`src/rtl/pool_pkg.sv`:
```
// Shared constants, activation type and pass FSM encoding for the pooling stages.
package pool_pkg;
  localparam int DATA_W  = 16;
  localparam int OUT_DIM = 12;
  localparam int N_OUT   = OUT_DIM * OUT_DIM;

  typedef logic signed [DATA_W-1:0] act_t;

  typedef enum logic [1:0] {IDLE, ISSUE, DRAIN, DONE} state_t;
endpackage

```
`src/rtl/pool1_max_write_if.sv`:
```
// Read-window bus from the conv1 addresser plus the pool1 RAM write port.
interface pool1_max_write_if #(
  parameter int DATA_W = 16,
  parameter int ADDR_W = 8
);
  logic                     rd_en;
  logic signed [DATA_W-1:0] rd_data0;
  logic signed [DATA_W-1:0] rd_data1;
  logic signed [DATA_W-1:0] rd_data2;
  logic signed [DATA_W-1:0] rd_data3;
  logic                     wr_en;
  logic        [ADDR_W-1:0] wr_addr;
  logic signed [DATA_W-1:0] wr_data;

  modport master (
    output rd_en,
    input  rd_data0, rd_data1, rd_data2, rd_data3,
    output wr_en, wr_addr, wr_data
  );

  modport slave (
    input  rd_en,
    output rd_data0, rd_data1, rd_data2, rd_data3,
    input  wr_en, wr_addr, wr_data
  );
endinterface

```
`src/rtl/max4_pipe.sv`:
```
// Two-stage signed max of four words with a travelling valid bit.
module max4_pipe #(
  parameter int W = 16
) (
  input  logic                clk,
  input  logic                reset,
  input  logic                in_vld,
  input  logic signed [W-1:0] d0,
  input  logic signed [W-1:0] d1,
  input  logic signed [W-1:0] d2,
  input  logic signed [W-1:0] d3,
  output logic                out_vld,
  output logic signed [W-1:0] out_max
);
  logic [2:0]          vld_pipe;
  logic signed [W-1:0] m01, m23;

  assign vld_pipe[0] = in_vld;
  assign out_vld     = vld_pipe[2];

  always_ff @(posedge clk or posedge reset) begin
    if (reset) begin
      vld_pipe[2:1] <= '0;
      m01           <= '0;
      m23           <= '0;
      out_max       <= '0;
    end else begin
      vld_pipe[2:1] <= vld_pipe[1:0];
      if (vld_pipe[0]) begin
        m01 <= (d0 > d1) ? d0 : d1;
        m23 <= (d2 > d3) ? d2 : d3;
      end
      if (vld_pipe[1])
        out_max <= (m01 > m23) ? m01 : m23;
    end
  end
endmodule

```
`src/rtl/pool1_max_write.sv`:
```
// Pool1 pass controller: issues 144 window reads, max-pools each window and
// writes the 12x12 result linearly into the pool1 RAM.
module pool1_max_write #(
  parameter int DATA_W  = pool_pkg::DATA_W,
  parameter int OUT_DIM = pool_pkg::OUT_DIM,
  parameter int ADDR_W  = 8,
  parameter int RD_LAT  = 1
) (
  input  logic              clk,
  input  logic              reset,
  input  logic              start,
  pool1_max_write_if.master bus,
  output logic              busy,
  output logic              done
);
  import pool_pkg::*;

  localparam int N_OUT = OUT_DIM * OUT_DIM;
  localparam logic [ADDR_W-1:0] LAST = ADDR_W'(N_OUT - 1);

  state_t            state, nxt;
  logic [ADDR_W-1:0] issue_cnt;
  logic [ADDR_W-1:0] wr_addr;
  logic [RD_LAT:0]   vld_pipe;

  assign bus.rd_en   = (state == ISSUE);
  assign busy        = (state == ISSUE) || (state == DRAIN);
  assign done        = (state == DONE);
  assign bus.wr_addr = wr_addr;
  assign vld_pipe[0] = bus.rd_en;

  always_ff @(posedge clk or posedge reset) begin
    if (reset) begin
      state     <= IDLE;
      issue_cnt <= '0;
      wr_addr   <= '0;
      vld_pipe[RD_LAT:1] <= '0;
    end else begin
      state <= nxt;
      vld_pipe[RD_LAT:1] <= vld_pipe[RD_LAT-1:0];
      if (state == ISSUE)
        issue_cnt <= issue_cnt + 1'b1;
      // address parks on the last slot so the pass never wraps
      if (bus.wr_en && wr_addr != LAST)
        wr_addr <= wr_addr + 1'b1;
    end
  end

  always_comb begin
    nxt = state;
    case (state)
      IDLE:    if (start) nxt = ISSUE;
      ISSUE:   if (issue_cnt == LAST) nxt = DRAIN;
      DRAIN:   if (bus.wr_en && wr_addr == LAST) nxt = DONE;
      DONE:    nxt = DONE;
      default: nxt = IDLE;
    endcase
  end

  max4_pipe #(.W(DATA_W)) u_max (
    .clk     (clk),
    .reset   (reset),
    .in_vld  (vld_pipe[RD_LAT]),
    .d0      (bus.rd_data0),
    .d1      (bus.rd_data1),
    .d2      (bus.rd_data2),
    .d3      (bus.rd_data3),
    .out_vld (bus.wr_en),
    .out_max (bus.wr_data)
  );
endmodule
```
`src/flat_wrapper.sv`:
```
// flat-port wrapper written by rule: the top's interface ports become plain ports
module pool1_max_write_flat import pool_pkg::*;
#(
  parameter int DATA_W  = pool_pkg::DATA_W,
  parameter int OUT_DIM = pool_pkg::OUT_DIM,
  parameter int ADDR_W  = 8,
  parameter int RD_LAT  = 1
)
  (clk, reset, start, busy, done, bus_rd_en, bus_rd_data0, bus_rd_data1, bus_rd_data2, bus_rd_data3, bus_wr_en, bus_wr_addr, bus_wr_data);
  pool1_max_write_if #(.DATA_W(DATA_W), .ADDR_W(ADDR_W)) bus_i ();
  input  logic clk;
  input  logic reset;
  input  logic start;
  output logic busy;
  output logic done;
  output wire logic [$bits(bus_i.rd_en)-1:0] bus_rd_en;
  input wire logic [$bits(bus_i.rd_data0)-1:0] bus_rd_data0;
  input wire logic [$bits(bus_i.rd_data1)-1:0] bus_rd_data1;
  input wire logic [$bits(bus_i.rd_data2)-1:0] bus_rd_data2;
  input wire logic [$bits(bus_i.rd_data3)-1:0] bus_rd_data3;
  output wire logic [$bits(bus_i.wr_en)-1:0] bus_wr_en;
  output wire logic [$bits(bus_i.wr_addr)-1:0] bus_wr_addr;
  output wire logic [$bits(bus_i.wr_data)-1:0] bus_wr_data;
  assign bus_rd_en = bus_i.rd_en;
  assign bus_i.rd_data0 = bus_rd_data0;
  assign bus_i.rd_data1 = bus_rd_data1;
  assign bus_i.rd_data2 = bus_rd_data2;
  assign bus_i.rd_data3 = bus_rd_data3;
  assign bus_wr_en = bus_i.wr_en;
  assign bus_wr_addr = bus_i.wr_addr;
  assign bus_wr_data = bus_i.wr_data;
  pool1_max_write #(.DATA_W(DATA_W), .OUT_DIM(OUT_DIM), .ADDR_W(ADDR_W), .RD_LAT(RD_LAT)) u_core (.clk(clk), .reset(reset), .start(start), .bus(bus_i), .busy(busy), .done(done));
endmodule
```
`config.mk`:
```
export PLATFORM = sky130hd
export DESIGN_NAME = pool1_max_write_flat
export DESIGN_NICKNAME = d
export VERILOG_FILES = /design/src/rtl/pool_pkg.sv /design/src/rtl/pool1_max_write_if.sv /design/src/rtl/max4_pipe.sv /design/src/rtl/pool1_max_write.sv /design/src/flat_wrapper.sv
export SDC_FILE = /design/constraint.sdc
export NUM_CORES = 1
export LEC_CHECK = 0
export ABC_CLOCK_PERIOD_IN_PS = 3290
export BUFFER_PORTS_ARGS = -buffer_cell sky130_fd_sc_hd__buf_2
export CORE_ASPECT_RATIO = 0.8
export CORE_MARGIN = 10
export CORE_UTILIZATION = 35
export DETAILED_ROUTE_END_ITERATION = 6
export SYNTH_ARGS = -nofsm -noshare
export SYNTH_HDL_FRONTEND = slang
export SYNTH_SLANG_ARGS = --single-unit
```
`constraint.sdc`:
```
create_clock -name clk -period 3.29 [get_ports clk]
set_clock_uncertainty 0.05 [all_clocks]
set_input_delay 0.4935 -clock clk [delete_from_list [all_inputs] [get_ports clk]]
set_output_delay 0.4935 -clock clk [all_outputs]
set_load 0.01 [all_outputs]
```
==> impl_metrics.tcl <==
set metrics [dict create \
    status "finished, final reports clean" \
    globalRoute.totalOverflow 0 \
    crit_type "reg -> reg" \
    drv_slew 0 \
    initialDrtViolationCount 299 \
    p_per_area_nw_per_um2 876 \
    seqCellArea_sq_um 1730 \
    ys_warn_count 0 \
    cts-resized-gates 0 \
    vias 3888 \
    synthesis.area_sq_um 4500 \
    fillers 1264 \
    final_util_pct 43.5 \
    setup_tns_ns 0 \
    final_common_cell "buf_2" \
    syn_inst 510 \
    relSlewSlack_pct 29.7 \
    leakagePower_nw 2.69 \
    cap_violations 0 \
    multi_input_area_sq_um 2440 \
    crit_path_top_delay_cell "o21ai_2" \
    fin_crit_ns 2.56 \
    whs_ns 0.104 \
    nets 719 \
    crit_arrival_ns 2.76 \
    grt_pass1_wl_mm 19.8 \
    finalCritPeriodShare_pct 77.8 \
    post_cts_buffers 0 \
    initial_utilization_pct 36.3 \
    rsz0062_at_grt "no" \
    cts.sinks 69 \
    layout-drive-gt1-share_pct 21.5 \
    clk_pin_slew_ns 0.06 \
    grt_pass1_vias 3865 \
    fmax_ghz 0.390 \
    avgSynthCellArea_sq_um 8.82 \
    max_stage_delay_ns 0.49 \
    ant_nets 0 \
    hold_class "in -> async" \
    synth_top_area_share_pct 38.4 \
    crit_required_ns 3.49 \
    ctsRootBufferMaster "clkbuf_16" \
    yosysSeqAreaShare_pct 38.4 \
    cts_buffer_depth 2 \
    fp.dieArea_sq_um 17800 \
    grt_util_all_layers_pct 13.5 \
    htreeDepth 3 \
    p_total_mw 4.72 \
    setup_viol_count_final 0 \
    regToRegSetupSlack_ns 0.73 \
    antenna_found_initial 0 \
    yosysTopAreaCell "dfrtp_1" \
    antennaDiodeCount 0 \
    die_h_microns 121 \
    dp_hpwl_mm 9.40 \
    gp_congestion 0.822 \
    grt_max_degree 67 \
    hold_buffers 0 \
    clk_latency_ns 0.34 \
    tightestPinTransition_ns 1.06 \
    wirelength_mm 12.0 \
    yosysUniqueCellTypes 40 \
    synth-seq-cells 69 \
    layout_common_cells "94 x buf_2, 68 x dfrtp_1, 57 x nor2_1" \
    setup_ws_ns 0.729 \
    place_ws_ns 0.557 \
    syn_nets 633 \
    critPathMaxFanout 16 \
    drt-wirelength-per-cell_microns 15.5 \
    ir_drop_mv 0.437 \
    ys_top_cells_by_area "dfrtp_1 38%, ha_1 16%, nor2_1 4.8%, inv_1 4.6%, a31oi_1 4.5%" \
    cts_tree "yes" \
    start_kind "flop" \
    numPortBuffers 94 \
    rows 36 \
    reg2reg_depth 8 \
    hold_viol 0 \
    drtPass1Iterations 4 \
    die_x_microns 147 \
    drc 0 \
    cp_cell_sequence "inv_1, ha_1, nand4_1, nor4_2, a21oi_2, o21ai_2, o21ai_0, a31oi_1" \
    vias_per_cell 5.04 \
    pin_count 95 \
    core-area_sq_um 12400 \
    end_kind "flop" \
    area_growth_pct 19.9 \
    cts_buffers 9 \
]
==> flip-flops by register name, summed over array words and instances, names as in the netlist <==
name / count
u_core.u_max.out_max: 16
u_core.u_max.m23: 16
u_core.u_max.out_vld: 1
u_core.u_max.vld_pipe: 1
u_core.vld_pipe: 1
u_core.u_max.m01: 16
u_core.bus.wr_addr: 8
u_core.issue_cnt: 8
u_core.state: 2
==> final timing paths <==
kind                                       from                        to
min in group clk                bus_rd_data1[0]       u_core.u_max.m01[0]
max                        u_core.u_max.m23[15]  u_core.u_max.out_max[11]
min                                       reset           u_core.state[0]
min reg2reg                 u_core.issue_cnt[7]       u_core.issue_cnt[7]
max reg2reg                u_core.u_max.m23[15]  u_core.u_max.out_max[11]
max in group asynchronous                 reset   u_core.u_max.out_max[8]
==> logic make-up (layout without fill, tap and decap cells) <==
logic type / Yosys count / count (layout) / share of synthesized area [%]
adder cells (fa/ha/maj): 56 / 56 / 15.6
AO/OA/AOI/OAI: 126 / 126 / 16.1
AND/OR/NAND/NOR: 150 / 150 / 16.2
buffers and inverters: 78 / 169 / 7.26
multiplexers: 17 / 17 / 3.84
XOR/XNOR: 14 / 14 / 2.73
flip-flops: 69 / 69 / 38.4
==> critical path, delay by kind of cell, from the launching register on <==
| kind | cells | cell delay (ns) |
|---|---|---|
| flops | 1 | 0.39 |
| buf+inv | 1 | 0.07 |
| fa+ha+maj | 1 | 0.36 |
| compound gates | 4 | 1.05 |
| simple gates | 2 | 0.56 |
==> power by group <==
part / switching, mW / internal (mW) / total, mW / leakage [nW]
combinational: 1.14 / 0.846 / 1.98 / 1.76
clock: 0.385 / 0.587 / 0.973 / 0.134
sequential: 0.514 / 1.25 / 1.77 / 0.791
total: 2.04 / 2.68 / 4.72 / 2.69
==> cell type report <==
class	count	share of cell area, %
Multi-Input combinational cell	363	45.3
Tap cell	171	3.97
Clock buffer	9	4.18
Timing Repair Buffer	98	9.28
Sequential cell	69	32.0
Inverter	55	3.83
Clock inverter	7	1.37
==> cells in the mapped netlist <==
master,count
nand4b_1,1
a31oi_1,32
inv_1,55
a21oi_2,2
buf_2,6
o21ai_2,2
nor2_1,57
o21ai_1,3
a21oi_1,37
buf_6,1
and3_1,2
or2b_1,2
a21o_1,2
nand2b_1,1
mux2_2,2
ha_1,56
o221ai_1,2
mux2i_1,15
nand4_1,14
dfrtp_1,69
a221oi_1,1
xor2_1,5
xnor2_1,9
o211ai_1,1
buf_12,1
and2_2,1
nor4_2,3
clkbuf_2,2
and3b_1,2
nand2_1,25
a21o_2,1
nor4b_1,1
o21a_1,2
o21ai_0,38
o41ai_1,1
nand3b_2,2
o31ai_1,1
clkbuf_1,13
a21boi_1,1
nand3_1,39
==> metrics by stage <==
step / cells / area [sq um]
after floorplan: 510 / 4500
after global placement: 756 / 5090
after detailed placement: 756 / 5090
after CTS: 772 / 5390
after global routing: 772 / 5390
final: 772 / 5390
==> layer usage <==
metal	global-route usage [%]	up-vias	share of wire (%)
met1	17.5	1825	47
met4	3.31	0	1.0
met2	21.6	90	47
met3	3.65	9	5.5
li1	-	1964	-
met5	0	-	0
Power figures use the tool's default switching activity.
